## src/rtl/booth_pkg.sv

```systemverilog
`default_nettype none
// ============================================================================
// Module  : booth_pkg
// Brief   : Shared types and helpers for the radix-4 Booth multiplier.
// Revision: 1.0 - initial release
// ============================================================================
package booth_pkg;

  typedef enum logic [1:0] {
    IDLE = 2'd0,
    RUN  = 2'd1,
    DONE = 2'd2
  } state_e;

  // Encoding kept identical to the legacy ALUop values
  typedef enum logic [2:0] {
    ZERO = 3'b000,
    ADD1 = 3'b010,
    ADD2 = 3'b011,
    SUB1 = 3'b101,
    SUB2 = 3'b110
  } digit_op_e;

  function automatic int calc_iter(input int width);
    return width / 2 + 1;
  endfunction

endpackage
`default_nettype wire

```

## src/rtl/booth_r4_seq_mult_if.sv

```systemverilog
`default_nettype none
// ============================================================================
// Module  : booth_r4_seq_mult_if
// Brief   : Start/ready/done handshake and operand/result bus of the multiplier.
// Revision: 1.0 - initial release
// ============================================================================
interface booth_r4_seq_mult_if #(
  parameter int WIDTH = 8
);
  logic                 start;
  logic                 is_signed;
  logic [WIDTH-1:0]     a;
  logic [WIDTH-1:0]     b;
  logic                 ready;
  logic                 busy;
  logic                 done;
  logic [2*WIDTH-1:0]   product;

  modport master (
    output start, is_signed, a, b,
    input  ready, busy, done, product
  );

  modport slave (
    input  start, is_signed, a, b,
    output ready, busy, done, product
  );
endinterface
`default_nettype wire

```

## src/rtl/booth_r4_recoder.sv

```systemverilog
`default_nettype none
// ============================================================================
// Module  : booth_r4_recoder
// Brief   : Radix-4 Booth digit recoder, multiplier triplet to digit operation.
// Revision: 1.0 - initial release
// ============================================================================
module booth_r4_recoder
  import booth_pkg::*;
(
  input  logic [2:0] i_triplet,
  output digit_op_e  o_op
);

  always_comb begin
    o_op = ZERO;
    case (i_triplet)
      3'b001, 3'b010: o_op = ADD1;
      3'b011:         o_op = ADD2;
      3'b100:         o_op = SUB2;
      3'b101, 3'b110: o_op = SUB1;
      default:        o_op = ZERO;
    endcase
  end

endmodule
`default_nettype wire

```

## src/rtl/booth_r4_seq_mult.sv

```systemverilog
`default_nettype none
// ============================================================================
// Module  : booth_r4_seq_mult
// Brief   : Sequential radix-4 Booth multiplier, signed/unsigned, one digit/cycle.
// Revision: 1.0 - initial release
// ============================================================================
module booth_r4_seq_mult
  import booth_pkg::*;
#(
  parameter int WIDTH = 8
) (
  input  logic               clk,
  input  logic               rst,
  booth_r4_seq_mult_if.slave bus
);

  localparam int ITER = calc_iter(WIDTH);
  localparam int AW   = 2 * WIDTH + 4;
  localparam int MRW  = 2 * ITER + 1;
  localparam int CW   = $clog2(ITER + 1);
  localparam logic [CW-1:0] C_LAST = CW'(ITER - 1);

  state_e             r_state;
  state_e             w_state_next;
  logic [AW-1:0]      r_acc;
  logic [AW-1:0]      r_mc;
  logic [AW-1:0]      w_pp;
  logic [AW-1:0]      w_acc_next;
  logic [MRW-1:0]     r_mr;
  logic [CW-1:0]      r_count;
  logic [2*WIDTH-1:0] r_product;
  digit_op_e          w_op;
  logic               w_ready;
  logic               w_busy;
  logic               w_done;
  logic               w_accept;
  logic               w_last;
  logic               w_a_sx;
  logic               w_b_sx;

  assign w_a_sx   = bus.is_signed & bus.a[WIDTH-1];
  assign w_b_sx   = bus.is_signed & bus.b[WIDTH-1];
  assign w_last   = (r_count == C_LAST);
  assign w_accept = w_ready & bus.start;

  always_ff @(posedge clk) begin
    if (rst) r_state <= IDLE;
    else     r_state <= w_state_next;
  end

  always_comb begin
    w_state_next = r_state;
    w_ready      = 1'b0;
    w_busy       = 1'b0;
    w_done       = 1'b0;
    case (r_state)
      IDLE: begin
        w_ready = 1'b1;
        if (bus.start) w_state_next = RUN;
      end
      RUN: begin
        w_busy = 1'b1;
        if (w_last) w_state_next = DONE;
      end
      DONE: begin
        w_ready      = 1'b1;
        w_done       = 1'b1;
        w_state_next = bus.start ? RUN : IDLE;
      end
      default: w_state_next = IDLE;
    endcase
  end

  // Digit i is always read from mr[2:0]; mc is pre-shifted to weight 4^i
  booth_r4_recoder u_recoder (
    .i_triplet (r_mr[2:0]),
    .o_op      (w_op)
  );

  always_comb begin
    w_pp = '0;
    case (w_op)
      ADD1:    w_pp = r_mc;
      ADD2:    w_pp = r_mc << 1;
      SUB1:    w_pp = -r_mc;
      SUB2:    w_pp = -(r_mc << 1);
      default: w_pp = '0;
    endcase
  end

  assign w_acc_next = r_acc + w_pp;

  always_ff @(posedge clk) begin
    if (rst) begin
      r_acc     <= '0;
      r_mc      <= '0;
      r_mr      <= '0;
      r_count   <= '0;
      r_product <= '0;
    end else if (w_accept) begin
      r_acc   <= '0;
      r_count <= '0;
      r_mc    <= {{(AW - WIDTH){w_a_sx}}, bus.a};
      r_mr    <= {{(MRW - 1 - WIDTH){w_b_sx}}, bus.b, 1'b0};
    end else if (r_state == RUN) begin
      r_acc   <= w_acc_next;
      r_count <= r_count + 1'b1;
      r_mc    <= r_mc << 2;
      r_mr    <= r_mr >> 2;
      if (w_last) r_product <= w_acc_next[2*WIDTH-1:0];
    end
  end

  assign bus.ready   = w_ready;
  assign bus.busy    = w_busy;
  assign bus.done    = w_done;
  assign bus.product = r_product;

endmodule
`default_nettype wire

```

## src/flat_wrapper.sv

```systemverilog
// flat-port wrapper written by rule: the top's interface ports become plain ports
module booth_r4_seq_mult_flat import booth_pkg::*;
#(
  parameter int WIDTH = 8
)
  (clk, rst, bus_start, bus_is_signed, bus_a, bus_b, bus_ready, bus_busy, bus_done, bus_product);
  booth_r4_seq_mult_if #(.WIDTH(WIDTH)) bus_i ();
  input  logic clk;
  input  logic rst;
  input wire logic [$bits(bus_i.start)-1:0] bus_start;
  input wire logic [$bits(bus_i.is_signed)-1:0] bus_is_signed;
  input wire logic [$bits(bus_i.a)-1:0] bus_a;
  input wire logic [$bits(bus_i.b)-1:0] bus_b;
  output wire logic [$bits(bus_i.ready)-1:0] bus_ready;
  output wire logic [$bits(bus_i.busy)-1:0] bus_busy;
  output wire logic [$bits(bus_i.done)-1:0] bus_done;
  output wire logic [$bits(bus_i.product)-1:0] bus_product;
  assign bus_i.start = bus_start;
  assign bus_i.is_signed = bus_is_signed;
  assign bus_i.a = bus_a;
  assign bus_i.b = bus_b;
  assign bus_ready = bus_i.ready;
  assign bus_busy = bus_i.busy;
  assign bus_done = bus_i.done;
  assign bus_product = bus_i.product;
  booth_r4_seq_mult #(.WIDTH(WIDTH)) u_core (.clk(clk), .rst(rst), .bus(bus_i));
endmodule
```

## config.mk

```make
export PLATFORM = sky130hd
export DESIGN_NAME = booth_r4_seq_mult_flat
export DESIGN_NICKNAME = d
export VERILOG_FILES = /design/src/rtl/booth_pkg.sv /design/src/rtl/booth_r4_seq_mult_if.sv /design/src/rtl/booth_r4_recoder.sv /design/src/rtl/booth_r4_seq_mult.sv /design/src/flat_wrapper.sv
export SDC_FILE = /design/constraint.sdc
export NUM_CORES = 1
export LEC_CHECK = 0
export CORE_MARGIN = 8
export CORE_UTILIZATION = 45
export DETAILED_ROUTE_END_ITERATION = 12
export HOLD_SLACK_MARGIN = 0.08
export PLACE_DENSITY = 0.65
export SYNTH_ARGS = -nofsm -noshare
export SYNTH_HDL_FRONTEND = slang
export SYNTH_SLANG_ARGS = --single-unit
```

## constraint.sdc

```tcl
create_clock -name clk -period 6.2 [get_ports clk]
set_input_delay 1.24 -clock clk [delete_from_list [all_inputs] [get_ports clk]]
set_output_delay 1.24 -clock clk [all_outputs]
set_load 0.005 [all_outputs]
```

After elaboration in Yosys (flattened, before gate mapping). Index checks and enable logic that the tools add are counted.

Muxes and demuxes: 13. Add/sub/neg operators: 4. Reductions and logical operators: 8. Bitwise operators: 4. Eq/ne operators: 15.

Operators by type and width (number): $pmux 20 s4 (1); $mux 20 (2); $neg 20->20 (2); $mux 11 (2); $add 20x20->20 (1); $eq 3x3->1 const B (6); $eq 3x2->1 const B (4); $pmux 3 s4 (1); $reduce_or 2->1 (4); $pmux 2 s3 (1); $mux 1 (4); $mux 2 (2); $add 3x1->3 const B (1); $and 1x1->1 (3); $eq 3x1->1 const B (1); $reduce_and 3->1 (1); $eq 2x1->1 const B (1); $eq 2x2->1 const B (1); $logic_not 2->1 (1); $ne 2x1->1 const B (1); $ne 2x2->1 const B (1); $reduce_and 2->1 (1); $reduce_bool 2->1 (1); $not 1->1 (1).

Output and inout port bits: 19. Word-level logic and storage cells: 51. Input bits: 20. Register bits: 72.

Logic depth before layout (Yosys ltp).
Depth after elaboration: 6. Mapped depth: 17. Gate-level depth less buffers: 17.

Hierarchy. From an unflattened synthesis, not the netlist that was laid out.

Cell total of the unflattened synthesis: 543. Area, all modules: 4067.7 µm².

By module, submodules not included: booth_r4_seq_mult (sequential area each 1261.2 µm², cells an instance 537, times used 1, area an instance 4028.9 µm²); booth_r4_recoder (sequential area each 0.0 µm², cells an instance 6, times used 1, area an instance 38.8 µm²).

Worst setup path after synthesis. No wires, ideal clock.

Kind: register -> register. Start point: register u_core.r_mc[7]. End point: register u_core.r_acc[15]. Arrival time: 3.211 ns. Setup time: 0.116 ns. Clock period less this slack: 3.327 ns. Path slack: 2.873 ns. Path buffers: 1. Data required time: 6.084 ns. Cell stages (with the launch flop): 17. Cells stage by stage: dfxtp_1 > buf_6 > nor4_4 > nand3_1 > or3_1 > xor2_1 > nand2_1 > a211o_1 > o21ai_0 > ha_1 > a21o_1 > o21bai_1 > or2_1 > o21a_1 > xnor2_1 > a21oi_1 > a31o_1.

Word-level cells in the longest chain between the ends: 3. Elaborated cells between the ends (all ways): 4. Those cells by class: add/sub: 3; mux: 1.

Ends and longest elaborated chain: start, declared (RTL line booth_r4_seq_mult.sv:26) `logic [AW-1:0] r_mc;`; start signal, assigned (RTL line booth_r4_seq_mult.sv:103) `r_mc <= {{(AW - WIDTH){w_a_sx}}, bus.a};`; start signal, assigned (RTL line booth_r4_seq_mult.sv:108) `r_mc <= r_mc << 2;`; $neg 20->20 (on tied branches) (RTL line booth_r4_seq_mult.sv:85, booth_r4_seq_mult.sv:86); $pmux 20 s4 * (RTL line booth_r4_seq_mult.sv:82) `case (w_op)`; $add 20x20->20 * (RTL line booth_r4_seq_mult.sv:91) `assign w_acc_next = r_acc + w_pp;`; end signal, assigned (RTL line booth_r4_seq_mult.sv:106) `r_acc <= w_acc_next;`; end, declared (RTL line booth_r4_seq_mult.sv:25) `logic [AW-1:0] r_acc;`.

Every way passes the cells marked *; elsewhere a longest branch is shown, timed or not. A chain may end at the register's enable or synchronous reset.

Worst setup path after layout.
Start point: register u_core.r_mr[0]. End point: register u_core.r_acc[12].

Word-level cells in the longest chain between the ends: 6. Elaborated cells between the ends (all ways): 15. Those cells by class: add/sub: 1; eq/ne: 10; mux: 2; reduce/logical: 2.

Ends and longest elaborated chain: start, declared (RTL line booth_r4_seq_mult.sv:29) `logic [MRW-1:0] r_mr;`; start signal, assigned (RTL line booth_r4_seq_mult.sv:104) `r_mr <= {{(MRW - 1 - WIDTH){w_b_sx}}, bus.b, 1'b0};`; start signal, assigned (RTL line booth_r4_seq_mult.sv:109) `r_mr <= r_mr >> 2;`; $eq 3x3->1, or another cell as far along (RTL line booth_r4_recoder.sv:16) `case (i_triplet)`; $reduce_or 2->1 (RTL line booth_r4_recoder.sv:16); $pmux 3 s4 * (RTL line booth_r4_recoder.sv:16); $eq 3x3->1 or $eq 3x2->1 (tied branches) (RTL line booth_r4_seq_mult.sv:82); $pmux 20 s4 * (RTL line booth_r4_seq_mult.sv:82); $add 20x20->20 * (RTL line booth_r4_seq_mult.sv:91).

Marks and branches as above.

==> key figures <==
GRT
  • GR peak layer: met2
  • Overall Global Routing Usage: 16.0%
  • Met3 Use GR: approximately 3.7%
  • M1 GR Usage: 19.3%
  • GR Layer Usage met2: 26.9%
  • First-pass GRT wire length: between 15 and 20 mm
  • Antenna violations before repair: 0
  • Vias in the first global route: 3547
  • Largest net degree at the start of global routing: 39
  • Gr ovfl total: 0

Floorplanning
  • Die area: 0.0123 mm^2
  • Starting density of the core: 46.3%
  • Die H: 111 um
  • Die X: roughly 110 um
  • Site Rows: 34
  • Num ports: 39
  • CORE AREA: between 0.008 and 0.009 mm^2

Detailed routing
  • WL final: 9.95 mm
  • DRC: 0
  • DR vias: between 3000 and 4000
  • Initial drt markers: 129
  • WL/cell: about 15 um
  • Detailed-route vias per instance: around 5.7
  • Pre-Repair DR Iteration Count: 4
  • Final antenna-violating net count: 0

Setup path
  • Startpoint types: register
  • CP arrival: 4650 ps
  • Capturing element type of the critical path: register
  • R2R Setup Slk: around 1800 ps
  • Setup Crit Path Kind: reg2reg
  • Req. time, crit path: between 6000 and 7000 ps
  • Reg-to-reg endpoint: u_core.r_acc[12]
  • Worst Reg2Reg Path Length in Cells: 13
  • Max FO, Critical Path: 24
  • FF-to-FF Start: u_core.r_mr[0]

Worst hold path
  • Min-delay src: u_core.bus.product[4]
  • Hold Path Depth: 2
  • Hold EP: u_core.bus.product[4]
  • Hold Path Class: reg2reg

Synth
  • Sequential fraction of the synthesis area: between 30% and 40%
  • Netlist cell types: 62
  • Main area contributors after synthesis: dfxtp_1 31%, a21oi_1 9.5%, nand2_1 8.6%
  • EDFF count, synth: 0
  • Post-synthesis mux area share: 1.80%
  • Synth top area share: roughly 31%
  • Synth Area in Compound Gates: about 25%
  • Synth Area in XOR/XNOR: under 10%
  • Dominant cell type by area after synthesis: dfxtp_1
  • Synth Net Count: ~560
  • Async S/R FF share, synth: 0%
  • Syn Std Cell Area: approximately 0.0040 mm^2
  • Simple-Gate Fraction of Synth Area: 20.8%
  • Ys Warns: 0
  • Largest family of logic cells by synthesized area: compound AO/OA/AOI/OAI gates
  • Synth Area in Adders: ~6.1%
  • Synth Register Bits: 63
  • Syn Area/Cell: just under 8 um^2
  • Primary FF master, synth: dfxtp_1
  • Synthesized instance count: approximately 520

Final layout
  • Post-layout util: 52.3%
  • Cell area after layout: 0.00456 mm^2
  • Nets: about 570
  • Area delta synth->final: 12.9%
  • Final cell count without fillers: approximately 650
  • Most frequent cells in the layout: 93 x nand2_1, 77 x a21oi_1, 63 x dfxtp_1
  • Share of layout cells above drive strength 1: approximately 6.5%
  • Commonest non-fill, non-tap cell in the layout: nand2_1
  • Antenna diode count: 0

Clocking
  • Latest clock arrival within the worst-skew pair: ~340 ps
  • Clk slew on worst S/H paths: ~70 ps
  • Resize count post-CTS: 0
  • Clock buffer count from CTS: 9
  • CTS tree: yes
  • CTS H-Tree Depth: 3
  • Post-CTS Setup Repair Bufs: 0
  • Hold Buf Count CTS: 0
  • CTS max path bufs: 2
  • CTS sink cnt: 63
  • Root Driver: clkbuf_8

Power and ir drop
  • Worst vdd ir: about 120 uV
  • Leak pwr: approximately 1.7 nW
  • Pwr dens: about 240 mW/mm^2
  • Total chip power: between 1 and 1.5 mW

Place
  • PortBufs: 38
  • Dpl cells: ~630
  • HPWL Detailed: approximately 7.2 mm
  • Pre-CTS setup slack: roughly 1900 ps
  • DP Area: between 0.004 and 0.005 mm^2
  • Routability cong.: 0.851

STA
  • Unrepaired setup endpoints after global routing: no
  • Max frequency: about 0.23 GHz
  • Final hold slack: approximately 460 ps
  • Final Slew Violations: 0
  • Final period util: 70.8%
  • Setup WS post-layout: about 1800 ps
  • Clock period minus worst slack: 4390 ps
  • Final setup violation count: 0
  • Setup TNS: 0 ps
  • Worst slew margin: between 20 and 30%
  • Hold Fails Final Rpt: 0
  • Worst-Margin Slew: 1080 ps
  • Skew final: approximately 5.2 ps

Run status
  • Status: completed

Run
  • Max-cap viol count: 0
[metal layers]
| metal | part of all wire [%] | up-vias | wire [um] |
|---|---|---|---|
| li1 | - | 1867 | - |
| met1 | 47 | 1734 | 4710 |
| met2 | 47 | 58 | 4700 |
| met3 | 3.5 | 17 | 346 |
| met4 | 1.9 | 0 | 186 |
| met5 | 0 | - | 0 |
[final cells by class]
class / count / area, um^2
inverter: 11 / 41.3
fill: 842 / 4160
sequential: 63 / 1260
timing repair buffer: 44 / 425
clock buffer: 11 / 141
multi-input combinational: 405 / 2480
tap: 108 / 135
clock inverter: 5 / 81.3
[kinds of logic (layout without fill, tap and decap cells)]
kind of cell	Yosys count	in the layout
AO/OA/AOI/OAI	160	160
XOR/XNOR	34	34
adder cells (fa/ha/maj)	19	19
buffers and inverters	50	71
flip-flops	63	63
multiplexers	7	7
AND/OR/NAND/NOR	185	185
[cells in the mapped netlist, types with 3 or more instances]
cell type / count
clkbuf_1: 19
a22oi_1: 16
a211oi_1: 10
nand2_1: 93
nor2_1: 44
a21oi_1: 77
buf_1: 4
nor3_1: 15
xor2_1: 13
a32oi_1: 3
a221o_1: 3
dfxtp_1: 63
a31oi_1: 4
o31ai_1: 5
mux2i_1: 5
inv_1: 10
nor2b_1: 3
nand2b_1: 3
nand3_1: 8
buf_6: 5
xnor2_1: 21
o21ai_0: 11
nand4_1: 4
ha_1: 18
clkbuf_8: 7
a21o_1: 7
[how the worst max path moves through the flow]
stage	to	slack (ps)	cells after the start	startpoint
after floorplan	u_core.r_acc[15]	2870	16	u_core.r_mc[7]
after global placement	u_core.r_acc[12]	2170	13	u_core.r_mr[0]
after detailed placement	u_core.r_acc[12]	1940	13	u_core.r_mr[0]
after CTS	u_core.r_acc[12]	1910	13	u_core.r_mr[0]
after global routing	u_core.r_acc[12]	1440	13	u_core.r_mr[0]
final	u_core.r_acc[12]	1810	13	u_core.r_mr[0]
[power breakdown]
group	leakage, nW	internal, mW	total (mW)	switching [mW]
combinational	1.10	0.0975	0.235	0.137
clock	0.110	0.238	0.406	0.169
sequential	0.513	0.422	0.453	0.0311
[critical path, cell delays in order, from the launching register on]
cell	delay, ps
dfxtp_1	940
clkinv_1	530
nand2_1	280
nor2_2	120
a21oi_1	150
o22ai_1	140
fa_1	480
a21o_1	200
a21oi_1	270
o21ai_0	240
a41o_1	340
o31ai_1	260
xor2_1	100
a211oi_1	240
[sequential cells by signal, summed over array words and instances (netlist names)]
signal and count:
u_core.r_mr 10, u_core.bus.product 16, u_core.r_state 2, u_core.r_count 3
u_core.r_acc 16, u_core.r_mc 16
Power figures use the tool's default switching activity.
